## config.mk

```make
export PLATFORM = sky130hd
export DESIGN_NAME = dbg_dump_tx
export DESIGN_NICKNAME = d
export VERILOG_FILES = /design/src/rtl/dbg_dump_tx.sv
export SDC_FILE = /design/constraint.sdc
export NUM_CORES = 1
export LEC_CHECK = 0
export BUFFER_PORTS_ARGS = -buffer_cell sky130_fd_sc_hd__buf_2
export CORE_ASPECT_RATIO = 1.4
export CORE_MARGIN = 4
export CORE_UTILIZATION = 52
export CTS_BUF_LIST = sky130_fd_sc_hd__clkbuf_8 sky130_fd_sc_hd__clkbuf_16
export DETAILED_ROUTE_END_ITERATION = 8
export GPL_TIMING_DRIVEN = 0
export PLACE_DENSITY = 0.84
export RECOVER_POWER = 50
export SYNTH_ARGS = -nofsm -noshare
export SYNTH_HDL_FRONTEND = slang
export SYNTH_SLANG_ARGS = --single-unit
```

## constraint.sdc

```tcl
create_clock -name clk -period 5.21 [get_ports clk]
set_input_delay 0.7815 -clock clk [delete_from_list [all_inputs] [get_ports clk]]
set_output_delay 0.7815 -clock clk [all_outputs]
set_load 0.01 [all_outputs]
```

## src/rtl/dbg_dump_tx.sv

```systemverilog
// dbg_dump_tx: debug register-dump transmitter.
// A rising edge on trig snapshots pc and bug, then walks the GPR read port
// from REG_FIRST to REG_LAST and sends the frame as 8N1 UART bytes:
//   HDR_BYTE, {7'b0,bug}, pc[4 bytes LE], regs[REG_FIRST..REG_LAST][4 bytes LE]
// Optional feature macro DBG_DUMP_CHKSUM_EN appends one byte. That byte is the
// XOR of every frame byte except the header.
// Ports:
//   clk      system clock, rising edge
//   rst      synchronous active-low reset
//   trig     dump request (level, rising edge starts a dump)
//   bug      core bug flag, sampled at dump start
//   pc       instruction address, sampled at dump start
//   rd_addr  GPR read address
//   rd_data  GPR read data (combinational from rd_addr)
//   uart_tx  serial line, idle high
//   busy     high from dump start to end of the last stop bit
//   done     one-cycle pulse after the last stop bit
module dbg_dump_tx #(
    parameter int unsigned CLKS_PER_BIT = 1085,
    parameter int unsigned REG_FIRST    = 1,
    parameter int unsigned REG_LAST     = 31,
    parameter logic [7:0]  HDR_BYTE     = 8'hA5
) (
    input  logic        clk,
    input  logic        rst,
    input  logic        trig,
    input  logic        bug,
    input  logic [31:0] pc,
    output logic [4:0]  rd_addr,
    input  logic [31:0] rd_data,
    output logic        uart_tx,
    output logic        busy,
    output logic        done
);

    localparam int unsigned NREG    = REG_LAST - REG_FIRST + 1;
    localparam int unsigned REG_END = 6 + 4 * NREG;  // index just past the last register byte
`ifdef DBG_DUMP_CHKSUM_EN
    localparam int unsigned NBYTES  = REG_END + 1;
`else
    localparam int unsigned NBYTES  = REG_END;
`endif
    localparam logic [7:0]  LAST_BYTE  = 8'(NBYTES - 1);
    localparam logic [15:0] BAUD_MAX   = 16'(CLKS_PER_BIT - 1);
    localparam logic [4:0]  ADDR_FIRST = 5'(REG_FIRST);

    typedef enum logic [2:0] {IDLE, LOAD, START, DATA, STOP} state_t;

    state_t      state_q;
    logic [15:0] baud_q;
    logic [2:0]  bit_q;
    logic [7:0]  byte_q;
    logic [7:0]  shift_q, shift_d;
    logic [31:0] word_q, word_d;
    logic [31:0] pc_q;
    logic        bug_q;
    logic [4:0]  rd_addr_q;
    logic        trig_q;
    logic        armed_q;
    logic        tx_q, busy_q, done_q;
`ifdef DBG_DUMP_CHKSUM_EN
    logic [7:0]  chk_q;
`endif

    // Byte lane within the current 32-bit word. pc starts at byte 2 and the
    // registers at byte 6, so both share lane = (byte_q - 2) mod 4.
    logic [1:0]  lane;
    logic        in_regs;
    logic [31:0] src_w;

    assign lane    = byte_q[1:0] + 2'd2;
    assign in_regs = (byte_q >= 8'd6);

    always_comb begin
        word_d  = word_q;
        if (in_regs && lane == 2'd0) begin
            word_d = rd_data;  // lane 0 snapshots the whole word, so later writes cannot tear it
        end
        src_w   = in_regs ? word_d : pc_q;
        case (lane)
            2'd0:    shift_d = src_w[7:0];
            2'd1:    shift_d = src_w[15:8];
            2'd2:    shift_d = src_w[23:16];
            default: shift_d = src_w[31:24];
        endcase
        if (byte_q == 8'd0) begin
            shift_d = HDR_BYTE;
        end else if (byte_q == 8'd1) begin
            shift_d = {7'b0, bug_q};
        end
`ifdef DBG_DUMP_CHKSUM_EN
        if (byte_q == 8'(REG_END)) begin
            shift_d = chk_q;
        end
`endif
    end

    always_ff @(posedge clk) begin
        if (!rst) begin
            state_q   <= IDLE;
            baud_q    <= '0;
            bit_q     <= '0;
            byte_q    <= '0;
            shift_q   <= '0;
            word_q    <= '0;
            pc_q      <= '0;
            bug_q     <= 1'b0;
            rd_addr_q <= ADDR_FIRST;
            trig_q    <= 1'b0;
            armed_q   <= 1'b0;
            tx_q      <= 1'b1;
            busy_q    <= 1'b0;
            done_q    <= 1'b0;
`ifdef DBG_DUMP_CHKSUM_EN
            chk_q     <= '0;
`endif
        end else begin
            trig_q <= trig;
            // The edge history clears to 0 on reset, so a trig held high
            // through reset would look like an edge. Arm only after trig is seen low.
            if (!trig) begin
                armed_q <= 1'b1;
            end
            done_q <= 1'b0;
            case (state_q)
                IDLE: begin
                    if (trig && !trig_q && armed_q) begin
                        pc_q      <= pc;
                        bug_q     <= bug;
                        busy_q    <= 1'b1;
                        rd_addr_q <= ADDR_FIRST;
                        byte_q    <= '0;
`ifdef DBG_DUMP_CHKSUM_EN
                        chk_q     <= '0;
`endif
                        state_q   <= LOAD;
                    end
                end
                LOAD: begin
                    shift_q <= shift_d;
                    word_q  <= word_d;
`ifdef DBG_DUMP_CHKSUM_EN
                    if (byte_q != 8'd0) begin
                        chk_q <= chk_q ^ shift_d;
                    end
`endif
                    if (in_regs && lane == 2'd3) begin
                        rd_addr_q <= rd_addr_q + 5'd1;
                    end
                    baud_q  <= '0;
                    tx_q    <= 1'b0;
                    state_q <= START;
                end
                START: begin
                    if (baud_q == BAUD_MAX) begin
                        baud_q  <= '0;
                        bit_q   <= '0;
                        tx_q    <= shift_q[0];
                        state_q <= DATA;
                    end else begin
                        baud_q <= baud_q + 16'd1;
                    end
                end
                DATA: begin
                    if (baud_q == BAUD_MAX) begin
                        baud_q <= '0;
                        if (bit_q == 3'd7) begin
                            tx_q    <= 1'b1;
                            state_q <= STOP;
                        end else begin
                            bit_q   <= bit_q + 3'd1;
                            shift_q <= {1'b0, shift_q[7:1]};
                            tx_q    <= shift_q[1];
                        end
                    end else begin
                        baud_q <= baud_q + 16'd1;
                    end
                end
                STOP: begin
                    if (baud_q == BAUD_MAX) begin
                        baud_q <= '0;
                        if (byte_q == LAST_BYTE) begin
                            byte_q  <= '0;
                            busy_q  <= 1'b0;
                            done_q  <= 1'b1;
                            state_q <= IDLE;
                        end else begin
                            byte_q  <= byte_q + 8'd1;
                            state_q <= LOAD;
                        end
                    end else begin
                        baud_q <= baud_q + 16'd1;
                    end
                end
                default: state_q <= IDLE;
            endcase
        end
    end

    assign rd_addr = rd_addr_q;
    assign uart_tx = tx_q;
    assign busy    = busy_q;
    assign done    = done_q;

endmodule

```

== Word level (Yosys, flattened, before mapping) ==
Cells that the tools add are included.
Storage, ports and cells
  memories kept: 0
  latch bits: 0
  word-level logic and storage cells: 100
  output and inout bits: 8
  bits in read-only memories: 0
  register bits: 113
  input port bits: 68
  memory bits (writable): 0
Operators by class
  divide/modulo/power cells: 0
  add/subtract/negate cells: 5
  reductions and logical operators: 24
  equal/unequal tests: 19
  shift operators: 0
  magnitude comparators: 1
  bitwise logic cells: 0
  multiplexer cells: 37
  $mul: 0
Operators with widths (count)
  32-bit two-way mux: 2
  8-bit two-way mux: 7
  16-bit one-hot mux with 2 select lines: 1
  8-bit one-hot mux with 2 select lines: 2
  3-bit two-way mux: 8
  8-bit one-hot mux with 3 select lines: 1
  16-bit by 1-bit adder with 16-bit output, second input constant: 1
  16-bit by 11-bit == test with 1-bit output, second input constant: 1
  16-bit two-way mux: 1
  2-bit != test, second input constant: 8
  3-bit one-hot mux with 5 select lines: 1
  3-bit AND reduction: 5
  5-bit two-way mux: 2
  5-bit one-hot mux with 2 select lines: 1
  2-bit nonzero test: 5
  8-bit by 1-bit adder with 8-bit output, second input constant: 1
  8-bit by 1-bit == test with 1-bit output, second input constant: 1
  8-bit == test, second input constant: 1
  8-bit by 3-bit >= comparator with 1-bit output, second input constant: 1
  8-bit zero test: 1
  1-bit two-way mux: 8
  4-bit AND reduction: 2
  3-bit by 2-bit == test with 1-bit output, second input constant: 2
  3-bit == test, second input constant: 2
  other kinds (17): 21

== Longest topological paths before layout ==
  word-level depth: 9
  mapped depth: 9
  mapped depth without buffers: 7

== Worst setup path before layout ==
Ideal clock, no wire load.
  path kind: input port to flip-flop
  from: input port trig
  to: register byte_q[0]
  buffers on the path: 1
  library setup time: 133 ps
  required time: 5077 ps
  data arrival time: 2047 ps
  slack: 3030 ps
  stages on the path: 6
  path through: nand3b_1 nor4_2 a21oi_1 buf_2 o21ai_1 nor2_1
Between the ends
  word-level cells in the longest chain between the ends: 4
RTL lines
  start, declared: RTL line 26  | input logic trig,
  1-bit logical AND (2 in a row): RTL line 127  | if (trig && !trig_q && armed_q) begin
  2-bit != test (no source line)
  3-bit AND reduction (no source line)
  end signal, assigned: RTL line 188  | byte_q <= byte_q + 8'd1;
  end, declared: RTL line 52  | logic [7:0] byte_q;
No other way between the ends.
A chain may end at the register's enable or synchronous reset.

== Worst setup path after layout ==
Ends and elaborated chain as after synthesis.

==> flow_metrics.py <==
metrics = {
    "status": {
        "outcome": "finished with violations",
        "violations": "capacitance limit, slew limit",
    },
    "setup_path": {
        "critPathSlowestCell": "nor4_1",
        "max_stage_delay_ps": 1210,
        "worstPathArrival_ps": 3490,
        "cp-start-kind": "primary input",
        "path_delay_family": "simple AND/OR/NAND/NOR gates",
        "end_kind": "flip-flop",
        "required_ps": 5430,
        "path_cells": "clkbuf_1 > nand3b_1 > nor4_1 > a21oi_1 > buf_2 > o21ai_1 > nor2_1",
        "worstSetupPathType": "primary input to flip-flop",
        "path_buf_inv": 2,
        "worst-path-max-fanout": 10,
    },
    "floorplan": {
        "io_pins": 76,
        "fp.dieH_um": 128,
        "coreArea_um2": 10000,
        "initial_core_util": 0.537,
        "die_x_um": 93.9,
        "dieArea_um2": 12000,
        "num_rows": 43,
    },
    "routing": {
        "ant_nets": 0,
        "drt-initial-drc-count": 309,
        "viasPerCell": 5.83,
        "dr.pass1.iters": 5,
        "wl_um": 15400,
        "dr_total_vias": 5285,
        "wl_per_cell_um": 17.0,
        "drc": 0,
    },
    "clock_tree": {
        "postCtsSetupRepairBufs": 0,
        "h-tree-depth": 3,
        "hold_buffers": 0,
        "clk_pin_slew_ps": 70,
        "cts.sink_count": 105,
        "clk_latency_ps": 350,
        "cts_tree": "done",
        "root_buffer": "clkbuf_16",
        "cts_buffers": 9,
        "cts_buffer_depth": 2,
        "cts_resized": 0,
    },
    "placed_design": {
        "placed_area_um2": 5920,
        "gp_congestion": 0.928,
        "dp_hpwl_um": 11700,
        "port_buffers": 75,
    },
    "final_layout": {
        "drive_gt1_frac": 0.152,
        "final_util": 0.620,
        "design_area_um2": 6200,
        "final_nets": 844,
        "num_antenna_cells": 0,
        "syn_to_final_growth_pct": 15.4,
    },
    "synth": {
        "synth_common_cells": "nand2_1 (171), dfxtp_1 (105), a21oi_1 (87)",
        "synth_seq_cells": 105,
        "async_flop_share": 0,
        "synth_top_area_frac": 0.391,
        "avgSynthCellArea_um2": 7.90,
        "netlist_instances": 680,
        "synthTopCellsByArea": "dfxtp_1 (39%), nand2_1 (12%), a21oi_1 (8.1%)",
        "synth.net_count": 758,
        "synthMostInstantiatedCell": "nand2_1",
        "yosysSeqAreaShare": 0.391,
        "synth_cell_types": 65,
        "netlist_area_um2": 5370,
        "synth_edf_count": 0,
        "yosys.area.top_type": "dfxtp_1",
        "yosys_warnings": 0,
        "synthFlopType": "dfxtp_1",
    },
    "sta": {
        "hold_viol": 0,
        "slew_headroom": -0.0480,
        "finalCriticalPeriod_ps": 3270,
        "setup_violations": 0,
        "rsz0062_at_grt": "no",
        "worst_pin_slew_ps": 1560,
        "slew_violations": 9,
        "worst_clock_skew_ps": 5.00,
        "fmax_mhz": 306,
        "fin_crit_sh": 0.627,
        "tns_ps": 0,
    },
    "power": {
        "p_leak_uw": 0.00213,
        "ir_worst_vdd_mv": 0.181,
        "p_per_area_nw_per_um2": 289,
    },
    "grt": {
        "grt_overflow_total": 0,
        "grt_max_degree": 19,
        "grt_antenna_before_repair": 0,
        "grtUsageTotal": 0.261,
        "grt_pass1_wl_um": 24800,
        "grt_pass1_vias": 5257,
    },
    "run": {
        "drv_cap": 1,
    },
    "worst_hold_path": {
        "hold_class": "flip-flop to flip-flop",
    },
}
## worst paths after layout
| kind | start | depth (start not counted) | slack, ps | to |
|---|---|---|---|---|
| min | word_q[15] | 2 | 450 | word_q[15] |
| max reg2reg | state_q[2] | 6 | 2050 | byte_q[0] |
| max | trig | 7 | 1940 | byte_q[0] |
| min reg2reg | word_q[15] | 2 | 450 | word_q[15] |
## flip-flops by register name (all words and copies together), names as in the netlist
name and cells:
uart_tx 1, word_q 24, bug_q 1, byte_q 8
armed_q 1, bit_q 3, rd_addr 5, trig_q 1
done 1, baud_q 16, state_q 3, shift_q 8
busy 1, pc_q 32
## metrics by stage
stage / instances / power, uW / hold WS [ps] / setup slack [ps]
floorplan: 680 / 1020 / 426 / 3030
global placement: 890 / 1100 / 436 / 2310
detailed placement: 890 / 1110 / 444 / 2230
CTS: 906 / 1790 / 456 / 2570
global route: 906 / 1860 / 475 / 1800
finish: 906 / 1790 / 454 / 1940
## report_power, final
part           leakage [uW]  switching (uW)  internal [uW]
sequential         0.000850            21.3            836
clock              0.000144             315            378
combinational       0.00113             151           88.6
## logic make-up after synthesis
| logic type | Yosys count | share of synthesized area |
|---|---|---|
| AO/OA/AOI/OAI | 170 | 0.200 |
| XOR/XNOR | 19 | 0.0310 |
| adder cells (fa/ha/maj) | 10 | 0.0233 |
| buffers and inverters | 61 | 0.0480 |
| flip-flops | 105 | 0.391 |
| multiplexers | 28 | 0.0552 |
| AND/OR/NAND/NOR | 287 | 0.252 |
## layout make-up
class / count / area [um^2]
Tap cell: 135 / 169
Multi-Input combinational cell: 514 / 3010
Timing Repair Buffer: 75 / 364
Buffer: 49 / 209
Sequential cell: 105 / 2100
Fill cell: 922 / 3810
Clock inverter: 7 / 78.8
Clock buffer: 9 / 225
Inverter: 12 / 45.0
## tightest hold or removal path: stages, from the launching register on
cell	delay (ps)
dfxtp_1	310
nand2_1	50
a21oi_1	50
## cells in the final DEF, fill, tap and decap left out, drive strengths merged, types with 11 or more instances in the layout
| master | Yosys | layout |
|---|---|---|
| a21oi | 87 | 87 |
| buf | 21 | 83 |
| clkbuf | 28 | 50 |
| dfxtp | 105 | 105 |
| inv | 11 | 13 |
| mux2 | 13 | 13 |
| mux2i | 15 | 15 |
| nand2 | 171 | 171 |
| nand3 | 13 | 13 |
| nor2 | 31 | 31 |
| o21ai | 20 | 20 |
| xor2 | 11 | 11 |
## per-layer routing
metal,vias up,global-route usage,wire length (um)
li1,2567,-,-
met1,2487,0.289,5950
met2,184,0.472,7950
met3,47,0.0405,748
met4,0,0.139,703
met5,-,0,0
Note: power is estimated with default switching activity, not from simulation.
